==> config.mk <==
export PLATFORM = sky130hd
export DESIGN_NAME = riscv_fetch_stage
export DESIGN_NICKNAME = d
export VERILOG_FILES = /design/src/rtl/riscv_fetch_stage.sv
export SDC_FILE = /design/constraint.sdc
export NUM_CORES = 1
export LEC_CHECK = 0
export CAP_MARGIN = 0
export CORE_AREA = 2 2 134 136
export CTS_CLUSTER_DIAMETER = 80
export DETAILED_ROUTE_END_ITERATION = 8
export DIE_AREA = 0 0 136 138
export PLACE_DENSITY = 0.85
export SYNTH_ARGS = -nofsm -noshare
export SYNTH_HDL_FRONTEND = slang
export SYNTH_SLANG_ARGS = --single-unit
==> constraint.sdc <==
create_clock -name CLK -period 6.1 [get_ports CLK]
set_input_delay 1.22 -clock CLK [delete_from_list [all_inputs] [get_ports CLK]]
set_output_delay 1.22 -clock CLK [all_outputs]
set_load 0.005 [all_outputs]
==> src/rtl/riscv_fetch_stage.sv <==
// rtl/riscv_fetch_stage.sv - IF stage and IF/ID register: PC, redirect/stall/halt control, fetch and bubble counters
module riscv_fetch_stage #(
    parameter logic [31:0] RESET_PC   = 32'h0000_0000,
    parameter logic [31:0] NOP_INSTR  = 32'h0000_0013,
    parameter logic [31:0] HALT_INSTR = 32'h0010_0073
) (
    input  logic        CLK,
    input  logic        RSTN,
    input  logic        STALL,
    input  logic        FLUSH,
    input  logic [31:0] TARGET_ADDR,
    input  logic [31:0] INSTR,
    output logic [31:0] INSTR_ADDR,
    output logic [31:0] IF_ID_INSTR,
    output logic [31:0] IF_ID_PC,
    output logic [31:0] IF_ID_PC_PLUS4,
    output logic        IF_ID_VALID,
    output logic        HALTED,
    output logic        MISALIGN,
    output logic [31:0] FETCH_CNT,
    output logic [31:0] BUBBLE_CNT
);

    typedef enum logic {ST_RUN, ST_HALT} state_t;

    state_t      state_q, state_d;
    logic [31:0] pc_q, pc_d;
    logic [31:0] instr_q, instr_d;
    logic [31:0] ifid_pc_q, ifid_pc_d;
    logic [31:0] ifid_pc4_q, ifid_pc4_d;
    logic        valid_q, valid_d;
    logic        misalign_q, misalign_d;
    logic [31:0] fetch_cnt_q, fetch_cnt_d;
    logic [31:0] bubble_cnt_q, bubble_cnt_d;
    logic [31:0] pc_plus4;

    function automatic logic [31:0] sat_inc(input logic [31:0] v);
        return (v == 32'hFFFF_FFFF) ? v : v + 32'd1;
    endfunction

    assign pc_plus4 = pc_q + 32'd4;

    always_comb begin
        state_d      = state_q;
        pc_d         = pc_q;
        instr_d      = instr_q;
        ifid_pc_d    = ifid_pc_q;
        ifid_pc4_d   = ifid_pc4_q;
        valid_d      = valid_q;
        misalign_d   = misalign_q;
        fetch_cnt_d  = fetch_cnt_q;
        bubble_cnt_d = bubble_cnt_q;
        // Redirect wins over stall and halt; TARGET_ADDR is only looked at here.
        if (FLUSH) begin
            state_d      = ST_RUN;
            pc_d         = {TARGET_ADDR[31:2], 2'b00};
            instr_d      = NOP_INSTR;
            valid_d      = 1'b0;
            bubble_cnt_d = sat_inc(bubble_cnt_q);
            misalign_d   = misalign_q | (TARGET_ADDR[1:0] != 2'b00);
        end else if (!STALL) begin
            case (state_q)
                ST_RUN: begin
                    instr_d     = INSTR;
                    ifid_pc_d   = pc_q;
                    ifid_pc4_d  = pc_plus4;
                    valid_d     = 1'b1;
                    fetch_cnt_d = sat_inc(fetch_cnt_q);
                    if (INSTR == HALT_INSTR) begin
                        state_d = ST_HALT;
                    end else begin
                        pc_d = pc_plus4;
                    end
                end
                ST_HALT: begin
                    instr_d      = NOP_INSTR;
                    valid_d      = 1'b0;
                    bubble_cnt_d = sat_inc(bubble_cnt_q);
                end
                default: state_d = ST_RUN;
            endcase
        end
    end

    always_ff @(posedge CLK) begin
        if (!RSTN) begin
            state_q      <= ST_RUN;
            pc_q         <= RESET_PC;
            instr_q      <= NOP_INSTR;
            ifid_pc_q    <= 32'd0;
            ifid_pc4_q   <= 32'd0;
            valid_q      <= 1'b0;
            misalign_q   <= 1'b0;
            fetch_cnt_q  <= 32'd0;
            bubble_cnt_q <= 32'd0;
        end else begin
            state_q      <= state_d;
            pc_q         <= pc_d;
            instr_q      <= instr_d;
            ifid_pc_q    <= ifid_pc_d;
            ifid_pc4_q   <= ifid_pc4_d;
            valid_q      <= valid_d;
            misalign_q   <= misalign_d;
            fetch_cnt_q  <= fetch_cnt_d;
            bubble_cnt_q <= bubble_cnt_d;
        end
    end

    assign INSTR_ADDR     = pc_q;
    assign IF_ID_INSTR    = instr_q;
    assign IF_ID_PC       = ifid_pc_q;
    assign IF_ID_PC_PLUS4 = ifid_pc4_q;
    assign IF_ID_VALID    = valid_q;
    assign HALTED         = (state_q == ST_HALT);
    assign MISALIGN       = misalign_q;
    assign FETCH_CNT      = fetch_cnt_q;
    assign BUBBLE_CNT     = bubble_cnt_q;

endmodule

==> flow_summary.yaml <==
power_and_ir_drop:
  power.switching_mw: 0.700
  p_leak_nw: 3.84
  ir_drop_v: 0.000205
  pwr-share-comb: 0.103
  power_frac_seq: 0.488
  swShare: 0.259
  power.density_nw_per_um2: 228
  clock_power_share: 0.409
  p_int_mw: 2.00
layout:
  final_common_cell: "clkdlybuf4s50_1"
  fin_util: 0.675
  fin_nets: 1315
  n_antenna_cell: 0
  final_cells: 1486
  layout_common_cells: "clkdlybuf4s50_1 (254), dfxtp_1 (189), nand2_1 (133)"
  final_cell_area_um2: 11800
  area_delta_synth_final_pct: 36.3
  drive_gt1_frac: 0.0565
sta:
  period_needed_ps: 3760
  period_share: 0.617
  setup_viol: 0
  rsz0062_at_grt: "no"
  drv_slew: 0
  slew_headroom: 0.176
  hold_viol: 0
  hold_slack_ps: 454
  max_freq_mhz: 266
  tns_ps: 0
  worst_pin_slew_ps: 1240
  fin_skew_ps: 10.1
yosys:
  synth_cells: 1037
  ys_types: 66
  ys_seq_elements: 189
  syn_area_um2: 8680
  async_reset_ff_frac: 0
  synthTopCellsByArea: "dfxtp_1 (44%), nand2_1 (5.8%), a21oi_1 (5.5%)"
  postSynthAreaPerCell_um2: 8.37
  synth_edf_count: 0
  ys_warn_count: 0
  yosys.area.top_type_share: 0.436
  ys.flop_type: "dfxtp_1"
  yosysSeqAreaShare: 0.436
  synth_top_area_cell: "dfxtp_1"
cts:
  cts_resized: 0
  cts_hold_buffers: 0
  htreeDepth: 4
  post_cts_buffers: 0
  cts_tree: "done"
  clk_latency_ps: 430
  cts_buffer_depth: 2
  clock_sinks: 189
  root_buffer: "clkbuf_16"
  cts_buffers: 17
  clk_pin_slew_ps: 70
routing:
  drc: 0
  vias: 8692
  routed_wirelength_um: 25700
  dr.first_iter.drc_count: 612
  routed_via_density: 5.85
  drtPass1Iterations: 6
  ant_nets: 0
  avgRoutedWirePerCell_um: 17.3
setup_path:
  reg2reg_from: "FETCH_CNT[11]$_SDFFE_PN0P_"
  required_ps: 6440
  crit_path_end_kind: "register"
  worstRegToRegCells: 5
  crit_fanout: 40
  critical_path_class: "input port to register"
  start_kind: "input port"
  crit_arrival_ps: 4110
  critPathLaunch: "STALL"
job:
  cap_violations: 0
placed_design:
  io_buffers: 256
  dp.cells: 1454
  place_hpwl_um: 17500
  dpl_cell_area_um2: 11300
  place_congestion: 0.875
floorplan:
  dieHeight_um: 138
  rows: 49
  core-area_um2: 17500
  pin_count: 263
  die_area_um2: 18800
  start_util: 0.495
  die_x_um: 136
worst_hold_path:
  holdCritPathClass: "register to register"
  holdPathStages: 2
  min-delay-start: "MISALIGN$_SDFFE_PN0P_"
global_route:
  grt_max_degree: 92
  grt.overflow.total: 0
  grt_usage: 0.266
  antenna_found_initial: 0
  grt_pass1_vias: 7962
  grt_first_pass_wirelength_um: 40800
outcome:
  status: "finished clean"
power groups by stage:
stage          clock (mW)  sequential [mW]  combinational (mW)
4_1_cts              1.12             1.32               0.279
6_report             1.10             1.32               0.279
3_5_place_dp            0             1.34               0.277
5_1_grt              1.17             1.32               0.301
2_1_floorplan           0             1.33               0.129
3_3_place_gp            0             1.34               0.273
layout make-up:
| type | instances | area, um^2 |
|---|---|---|
| fillers | 1474 | 5700 |
| multi-input cells | 756 | 4510 |
| flip-flops and latches | 189 | 3780 |
| repair buffers | 263 | 2610 |
| clock buffers | 17 | 425 |
| well taps | 229 | 287 |
| clock inverters | 15 | 155 |
| inverters | 17 | 65.1 |
flip-flops by register name, summed over array words and instances, names as in the netlist, 30 cells and up:
| name | flops |
|---|---|
| IF_ID_INSTR | 32 |
| FETCH_CNT | 32 |
| INSTR_ADDR | 30 |
| IF_ID_PC | 30 |
| IF_ID_PC_PLUS4 | 30 |
| BUBBLE_CNT | 32 |
stage by stage:
step,total power [mW],worst slack (ps)
after floorplan,1.46,3160
after global placement,1.62,2070
after detailed placement,1.62,1960
after CTS,2.72,2370
after global routing,2.79,2140
final,2.70,2340
worst paths after layout:
kind                                     end  slack (ps)
setup / recovery  INSTR_ADDR[9]$_SDFFE_PN0P_        2340
hold / removal         MISALIGN$_SDFFE_PN0P_         450
hold reg to reg        MISALIGN$_SDFFE_PN0P_         450
setup reg to reg  FETCH_CNT[18]$_SDFFE_PN0P_        3420
cells in the mapped netlist, types with 5 or more instances:
cell      instances
a211oi_1         15
a21oi_1          96
a22oi_1          32
a311oi_1          5
a31oi_1          14
a32oi_1           6
and2_1            8
and3_1            5
and4_1           16
buf_1             9
buf_2            12
buf_4             6
clkbuf_1         50
dfxtp_1         189
inv_1            16
mux2_2            5
mux2i_1          11
nand2_1         133
nand2b_1         11
nand3_1          38
nand4_1          28
nor2_1           69
nor3_1           13
nor4_1           14
nor4_2            6
o211ai_1          8
o21ai_0          51
o311ai_0          6
o31a_1            5
o31ai_1          16
o41ai_1           5
or3_1            36
or4_1            12
xnor2_1          14
xor2_1           23
worst max-delay path, cell delays in order:
cell and delay [ps]:
clkdlybuf4s50_1 600, or3_2 540, buf_4 290, a21oi_2 940, a32oi_1 240, a31oi_1 250
cell families after synthesis:
group	count (synthesis)	share of synthesized area
adder cells (fa/ha/maj)	3	0.00432
other	1	0.000432
AO/OA/AOI/OAI	280	0.202
AND/OR/NAND/NOR	414	0.253
buffers and inverters	97	0.0481
XOR/XNOR	37	0.0373
flip-flops	189	0.436
multiplexers	16	0.0192
metal layers:
layer  global-route usage  part of all wire
met4               0.0866             0.020
met5                    0                 0
met1                0.348              0.42
met2                0.427              0.48
met3               0.0715             0.082
(Power assumes the default switching activity.)
